==> src/rtl/serial_adder_if.sv <==
// serial_adder_if: operand/result handshake bundle for serial_adder.
// The ovf signal exists only when SERIAL_ADDER_OVF_EN is defined.
interface serial_adder_if #(
  parameter int W = 8
);
  logic         in_valid;
  logic         in_ready;
  logic [W-1:0] a;
  logic [W-1:0] b;
  logic         cin;
  logic         out_valid;
  logic         out_ready;
  logic [W-1:0] s;
  logic         cout;
`ifdef SERIAL_ADDER_OVF_EN
  logic         ovf;

  // Producer/consumer side.
  modport master (
    output in_valid, a, b, cin, out_ready,
    input  in_ready, out_valid, s, cout, ovf
  );

  // Adder side.
  modport slave (
    input  in_valid, a, b, cin, out_ready,
    output in_ready, out_valid, s, cout, ovf
  );
`else
  // Producer/consumer side.
  modport master (
    output in_valid, a, b, cin, out_ready,
    input  in_ready, out_valid, s, cout
  );

  // Adder side.
  modport slave (
    input  in_valid, a, b, cin, out_ready,
    output in_ready, out_valid, s, cout
  );
`endif
endinterface

==> src/rtl/serial_adder.sv <==
// serial_adder: bit-serial W-bit adder built from one full-adder slice
// (two half-adder stages plus an OR) reused over W cycles, LSB first.
// Optional signed-overflow output enabled by defining SERIAL_ADDER_OVF_EN.
module serial_adder #(
  parameter int W = 8
) (
  input  logic          clk,
  input  logic          rst,
  serial_adder_if.slave bus
);

  localparam int CW = (W > 1) ? $clog2(W) : 1;

  typedef enum logic [1:0] {
    IDLE = 2'd0,
    RUN  = 2'd1,
    DONE = 2'd2
  } state_t;

  typedef struct packed {
    logic s;
    logic c;
  } ha_t;

  // Half-adder cell: the only arithmetic primitive in the datapath.
  function automatic ha_t ha(input logic x, input logic y);
    ha_t r;
    r.s = x ^ y;
    r.c = x & y;
    return r;
  endfunction

  state_t        state_q;
  logic          in_ready_q;
  logic          out_valid_q;
  logic [W-1:0]  sa_q;
  logic [W-1:0]  sb_q;
  logic [W-1:0]  r_q;
  logic          carry_q;
  logic [CW-1:0] cnt_q;
  logic [W-1:0]  s_q;
  logic          cout_q;
`ifdef SERIAL_ADDER_OVF_EN
  logic          ovf_q;
`endif

  ha_t           h1;
  ha_t           h2;
  logic          sum_bit;
  logic          carry_d;
  logic [W-1:0]  r_d;
  logic          last_bit;

  // Full-adder slice for the current bit plus the shifted result word.
  always_comb begin
    h1       = ha(sa_q[0], sb_q[0]);
    h2       = ha(h1.s, carry_q);
    sum_bit  = h2.s;
    carry_d  = h1.c | h2.c;
    // New bit enters at the MSB; after W shifts bit 0 of the sum sits at r[0].
    r_d      = W'({sum_bit, r_q} >> 1);
    last_bit = (cnt_q == CW'(W - 1));
  end

  // Control FSM and all state registers; handshake outputs are registered.
  always_ff @(posedge clk or posedge rst) begin
    if (rst) begin
      state_q     <= IDLE;
      in_ready_q  <= 1'b1;
      out_valid_q <= 1'b0;
      sa_q        <= '0;
      sb_q        <= '0;
      r_q         <= '0;
      carry_q     <= 1'b0;
      cnt_q       <= '0;
      s_q         <= '0;
      cout_q      <= 1'b0;
`ifdef SERIAL_ADDER_OVF_EN
      ovf_q       <= 1'b0;
`endif
    end else begin
      case (state_q)
        IDLE: begin
          if (bus.in_valid) begin
            sa_q       <= bus.a;
            sb_q       <= bus.b;
            carry_q    <= bus.cin;
            cnt_q      <= '0;
            state_q    <= RUN;
            in_ready_q <= 1'b0;
          end
        end
        RUN: begin
          sa_q    <= sa_q >> 1;
          sb_q    <= sb_q >> 1;
          r_q     <= r_d;
          carry_q <= carry_d;
          cnt_q   <= cnt_q + 1'b1;
          if (last_bit) begin
            // Publish only here so s/cout stay stable through DONE and IDLE.
            s_q         <= r_d;
            cout_q      <= carry_d;
`ifdef SERIAL_ADDER_OVF_EN
            // carry_q is the carry into the MSB on the final bit.
            ovf_q       <= carry_q ^ carry_d;
`endif
            state_q     <= DONE;
            out_valid_q <= 1'b1;
          end
        end
        DONE: begin
          // Return to IDLE only; a new acceptance needs one more edge.
          if (bus.out_ready) begin
            state_q     <= IDLE;
            out_valid_q <= 1'b0;
            in_ready_q  <= 1'b1;
          end
        end
        default: begin
          state_q     <= IDLE;
          out_valid_q <= 1'b0;
          in_ready_q  <= 1'b1;
        end
      endcase
    end
  end

  assign bus.in_ready  = in_ready_q;
  assign bus.out_valid = out_valid_q;
  assign bus.s         = s_q;
  assign bus.cout      = cout_q;
`ifdef SERIAL_ADDER_OVF_EN
  assign bus.ovf       = ovf_q;
`endif

endmodule

==> src/flat_wrapper.sv <==
// flat-port wrapper written by rule: the top's interface ports become plain ports
module serial_adder_flat 
#(
  parameter int W = 8
)
  (clk, rst, bus_in_valid, bus_a, bus_b, bus_cin, bus_out_ready, bus_in_ready, bus_out_valid, bus_s, bus_cout);
  serial_adder_if #(.W(W)) bus_i ();
  input  logic clk;
  input  logic rst;
  input wire logic [$bits(bus_i.in_valid)-1:0] bus_in_valid;
  input wire logic [$bits(bus_i.a)-1:0] bus_a;
  input wire logic [$bits(bus_i.b)-1:0] bus_b;
  input wire logic [$bits(bus_i.cin)-1:0] bus_cin;
  input wire logic [$bits(bus_i.out_ready)-1:0] bus_out_ready;
  output wire logic [$bits(bus_i.in_ready)-1:0] bus_in_ready;
  output wire logic [$bits(bus_i.out_valid)-1:0] bus_out_valid;
  output wire logic [$bits(bus_i.s)-1:0] bus_s;
  output wire logic [$bits(bus_i.cout)-1:0] bus_cout;
  assign bus_i.in_valid = bus_in_valid;
  assign bus_i.a = bus_a;
  assign bus_i.b = bus_b;
  assign bus_i.cin = bus_cin;
  assign bus_i.out_ready = bus_out_ready;
  assign bus_in_ready = bus_i.in_ready;
  assign bus_out_valid = bus_i.out_valid;
  assign bus_s = bus_i.s;
  assign bus_cout = bus_i.cout;
  serial_adder #(.W(W)) u_core (.clk(clk), .rst(rst), .bus(bus_i));
endmodule
==> config.mk <==
export PLATFORM = sky130hd
export DESIGN_NAME = serial_adder_flat
export DESIGN_NICKNAME = d
export VERILOG_FILES = /design/src/rtl/serial_adder_if.sv /design/src/rtl/serial_adder.sv /design/src/flat_wrapper.sv
export SDC_FILE = /design/constraint.sdc
export NUM_CORES = 1
export LEC_CHECK = 0
export ABC_AREA = 1
export CAP_MARGIN = 20
export CORE_MARGIN = 2
export CORE_UTILIZATION = 52
export DETAILED_ROUTE_END_ITERATION = 16
export PLACE_DENSITY = 0.79
export RECOVER_POWER = 25
export SETUP_SLACK_MARGIN = 0.2
export SLEW_MARGIN = 20
export SYNTH_ARGS = -nofsm -noshare
export SYNTH_HDL_FRONTEND = slang
export SYNTH_SLANG_ARGS = --single-unit
==> constraint.sdc <==
create_clock -name clk -period 1.42 [get_ports clk]
set_input_delay 0.213 -clock clk [delete_from_list [all_inputs] [get_ports clk]]
set_output_delay 0.213 -clock clk [all_outputs]
set_load 0.01 [all_outputs]
---- Word-level counts from Yosys, hierarchy flattened ----
Index checks and enable logic that the tools add are counted.
storage, ports and cells
  register bits after elaboration ......... 41
  bits in latches ......................... 0
  bits in writable memories ............... 0
  bits in read-only memories .............. 0
  memories kept ........................... 0
cells by class
  $add $sub $neg .......................... 1
  $mul .................................... 0
  divide/modulo/power cells ............... 0
  $lt $le $gt $ge ......................... 0
  equality and inequality tests ........... 6
  shift-type cells ........................ 0
  multiplexer cells ....................... 18
  bitwise gates (word level) .............. 7
  reductions and logical operators ........ 7
operator list
  cell                                                    number
  case mux 8 bit (2 select lines)                         2
  2-to-1 mux 8 bit                                        2
  AND reduction 3 bit                                     3
  2-to-1 mux 2 bit                                        3
  case mux 1 bit (3 select lines)                         2
  case mux 2 bit (3 select lines)                         1
  case mux 3 bit (2 select lines)                         1
  2-to-1 mux 1 bit                                        5
  inequality test 2 bit (second input constant)           2
  AND reduction 2 bit                                     2
  adder 3 x 1 -> 3 bit (second input constant)            1
  equality test 3 bit (second input constant)             1
  2-to-1 mux 3 bit                                        1
  bitwise AND 1 bit                                       2
  equality test 2 x 1 -> 1 bit (second input constant)    1
  equality test 2 bit (second input constant)             1
  zero test 2 bit                                         1
  inequality test 2 x 1 -> 1 bit (second input constant)  1
  NOT 1 bit                                               2
  case mux 1 bit (2 select lines)                         1
  nonzero test 2 bit                                      1
  XOR 1 bit                                               2
  OR 1 bit                                                1

---- Depth between registers and ports, before layout ----
  depth in word-level cells ............... 4
  depth in mapped cells ................... 7
  gate-level depth less buffers ........... 7

---- Worst setup path after synthesis ----
No wires, ideal clock.
  path kind ............................... register -> register
  start point ............................. reg u_core.cnt_q[0]
  end point ............................... reg u_core.s_q[1] (netlist: u_core.bus.s[1])
  arrival time ............................ 1171 ps
  setup slack ............................. 123 ps
  stages on the path, launching flop included .. 6
  buffers on the path ..................... 1
  clock period less this slack ............ 1297 ps
  path through ............................ dfrtp_1 ha_1 ha_1 nand2_2 buf_2 o21ai_0
on the way
  cells in the longest elaborated chain, start to end .. 2
RTL lines
  what                                  RTL line             text
  start, declared                       serial_adder.sv:40   logic [CW-1:0] cnt_q;
  start signal, assigned                serial_adder.sv:98   cnt_q <= cnt_q + 1'b1;
  equality test 3 bit                   serial_adder.sv:62   last_bit = (cnt_q == CW'(W - 1));
  AND reduction 2 bit (no source line)  --
  end signal, assigned                  serial_adder.sv:101  s_q <= r_d;
  end, declared                         serial_adder.sv:41   logic [W-1:0] s_q;
No other way between the ends.
A chain may end at the register's enable or synchronous reset.

---- Worst setup path after layout ----
  start point ............................. reg u_core.sb_q[0]
  end point ............................... reg u_core.s_q[7] (netlist: u_core.bus.s[7])
on the way
  cells in the longest elaborated chain, start to end .. 2
RTL lines
  what                    RTL line            text
  start, declared         serial_adder.sv:37  logic [W-1:0] sb_q;
  start signal, assigned  serial_adder.sv:86  sb_q <= bus.b;
  start signal, assigned  serial_adder.sv:95  sb_q <= sb_q >> 1;
  XOR 1 bit (2 in a row)  serial_adder.sv:28  r.s = x ^ y;
  via u_core.sum_bit      serial_adder.sv:49  logic sum_bit;
The timed path passes the listed nets, and every way through them passes these cells.

==> out/metrics.csv <==
metric,value,unit
outcome,"finished, final reports clean",
critPathTopFamily,adder cells,
ys_seq_area_share,53.8,%
arrival,1.54,ns
crit_path_cell_trace,fa_1 > inv_2 > o21ai_1,
path_clk_slew,0.12,ns
ys_seq_elements,40,
pin_count,32,
hpwl,2280,um
p_clk_share,16.1,%
cp-start-kind,register,
synthAdderAreaFrac,2.42,%
grt_setup_unrepaired,true,
setup_viol,0,
drive_gt1_share,20.6,%
period_share,88.8,%
netlist_area,0.00186,sq mm
multi_input_area,696,sq um
timing.slew.headroom,36.1,%
synthTopCellsByArea,"dfrtp_1 (52%), nand2_1 (19%), inv_1 (8.5%), nand3_1 (5.1%), o21ai_0 (4.6%)",
hold_class,input pin to asynchronous set/reset pin,
htreeDepth,2,
finalHoldViolCount,0,
core-area,0.00339,sq mm
cpPeakStageDelay,0.59,ns
die_h,63.9,um
first_global_vias,1384,
endpoint_kind,register,
post-synth-top-count-cell,nand2_1,
maxUsedRoutingLayer,met4,
routed-wl-met2,1840,um
grt_use_total,18.8,%
design_area,0.00246,sq mm
cts.sinks,40,
synth_warnings,0,
dr.first_iter.drc_count,136,
wl_met1,1580,um
cts_inserted_buffers,5,
tns,0,ns
grt_pass1_wl,5890,um
fp.dieW,63.9,um
min_period,1.26,ns
overflow,0,
syn2layout_area_growth,32.2,%
crit_slowest_cell,fa_1,
ant_nets,0,
vdd_ir_drop_max,0.000970,V
rows,21,
insertion_delay,0.35,ns
diodes,0,
crit_type,register to register,
ys_top_cells_by_count,"nand2_1 (92), inv_1 (42), dfrtp_1 (39)",
crit_path_max_fanout,2,
vias,1593,
synthSimpleGateAreaFrac,26.5,%
p_switching,1.95,mW
routed_wl,3680,um
first_pass_iters,4,
synth.area.mux_share,0,%
skew,0.00983,ns
synth_top_cell_by_area,dfrtp_1,
met3_length,187,um
cts_hold_buf,0,
internal-power,3.20,mW
grt_max_degree,41,
worstMarginPinSlew,0.959,ns
routabilityCongestion,0.767,
cts_tree,yes,
pre_cts_slack,0.0996,ns
yosysTopAreaCellShare,52.3,%
ys_async_sr_fraction,100,%
p_leak,1.36,nW
synth_xor_xnor_area_share,0,%
postPlaceCellArea,0.00224,sq mm
synth_top_family_by_area,simple AND/OR/NAND/NOR gates,
path_buf_inv,1,
seq_area,0.00100,sq mm
fmax,793,MHz
n_fill_cell,240,
routedWlPerCell,11.0,um
swShare,37.9,%
syn_avg_cell_area,8.04,sq um
drv_slew,0,
viasPerCell,4.78,
fin_ws,0.159,ns
crit_required,1.70,ns
portBuffers,31,
synth_edf_count,0,
drc_errors,0,
fin_nets,310,
clock_path_buffers,2,
p_per_area,2090,mW/mm^2
die_area,0.00408,sq mm
initial_core_util,55.0,%
synth_cell_type_count,19,
synth_flop_cell,dfrtp_1,
antenna_found_initial,0,
syn_inst,232,
cap_viol_max_count,0,
synth_compound_area_share,5.10,%
power_frac_seq,38.3,%
pwr-share-comb,45.6,%
cts_root_buf,clkbuf_4,
syn_nets,256,
-- path summary, 6_finish.rpt --
kind	startpoint	endpoint	slack, ns	depth (start not counted)
max	u_core.sb_q[0]	u_core.bus.s[7]	0.16	3
min	rst	u_core.r_q[3]	0.45	3
max reg2reg	u_core.sb_q[0]	u_core.bus.s[7]	0.16	3
min reg2reg	u_core.bus.in_ready	u_core.bus.in_ready	0.49	2
max in group asynchronous	rst	u_core.state_q[0]	0.32	3
min in group clk	bus_b[7]	u_core.sb_q[7]	0.45	3
-- per-layer routing --
metal | track usage [%] | up-vias
li1 | - | 802
met1 | 22.8 | 744
met2 | 31.5 | 38
met3 | 4.23 | 9
met4 | 8.97 | 0
met5 | 0 | -
-- flip-flops by register name, indices dropped and copies added, names as in the netlist --
name,cells
u_core.sb_q,8
u_core.bus.out_valid,1
u_core.bus.in_ready,1
u_core.sa_q,8
u_core.state_q,2
u_core.r_q,7
u_core.bus.s,8
u_core.carry_q,1
u_core.bus.cout,1
u_core.cnt_q,3
-- placed cells by master (no fill, tap or decap), types with 2 or more instances in the layout --
| cell | n |
|---|---|
| inv_4 | 2 |
| o21ai_0 | 14 |
| dfrtp_1 | 37 |
| nand2_2 | 2 |
| nand3_1 | 19 |
| inv_2 | 3 |
| dfrtp_2 | 2 |
| clkbuf_4 | 5 |
| clkbuf_8 | 2 |
| a21oi_1 | 2 |
| nand2_4 | 2 |
| clkbuf_2 | 10 |
| clkdlybuf4s50_1 | 20 |
| buf_4 | 20 |
| o21ai_1 | 2 |
| nand2_8 | 2 |
| inv_1 | 39 |
| nand2_1 | 92 |
-- power groups by stage --
stage	logic, mW	clock network [mW]	registers (mW)
after floorplan	1.32	0	1.97
after global placement	1.86	0	1.95
after detailed placement	1.94	0	1.97
after CTS	2.09	0.838	1.94
after global routing	2.66	0.910	2.02
final	2.35	0.830	1.98
-- final cells by class --
class / count / share of cell area, %
clock buffers: 7 / 2.64
multi-input cells: 142 / 28.2
repair buffers: 53 / 17.9
inverters: 44 / 6.90
clock inverters: 1 / 1.22
flip-flops and latches: 40 / 40.8
well taps: 46 / 2.34
-- worst reg2reg max path, delay by kind of cell (launching register included) --
kind | cells | cell delay, ns
DFF | 1 | 0.43
AOI/OAI and AO/OA | 1 | 0.11
adders and majority gates | 1 | 0.59
buffers and inverters | 1 | 0.06
-- cells by family after synthesis --
logic type / count (synthesis)
compound gates: 19
buf+inv: 52
flops: 40
fa+ha+maj: 3
simple gates: 118
-- what timing repair did --
action                     CTS  global route
setup buffers               10             7
setup endpoints to repair   26            44
cloned                       1             1
resized for setup           28            23
pin swaps                    1             6
-- through the flow --
stage | hold slack, ns | power (mW) | util (%) | std cells
2_1_floorplan | 0.363 | 3.28 | - | 232
3_3_place_gp | 0.452 | 3.81 | 66.0 | 306
3_5_place_dp | 0.458 | 3.91 | 66.0 | 306
4_1_cts | 0.204 | 4.87 | 71.2 | 325
5_1_grt | 0.483 | 5.59 | 72.7 | 333
6_report | 0.446 | 5.16 | 72.7 | 333
No activity file was read; power rests on OpenSTA's default activity.
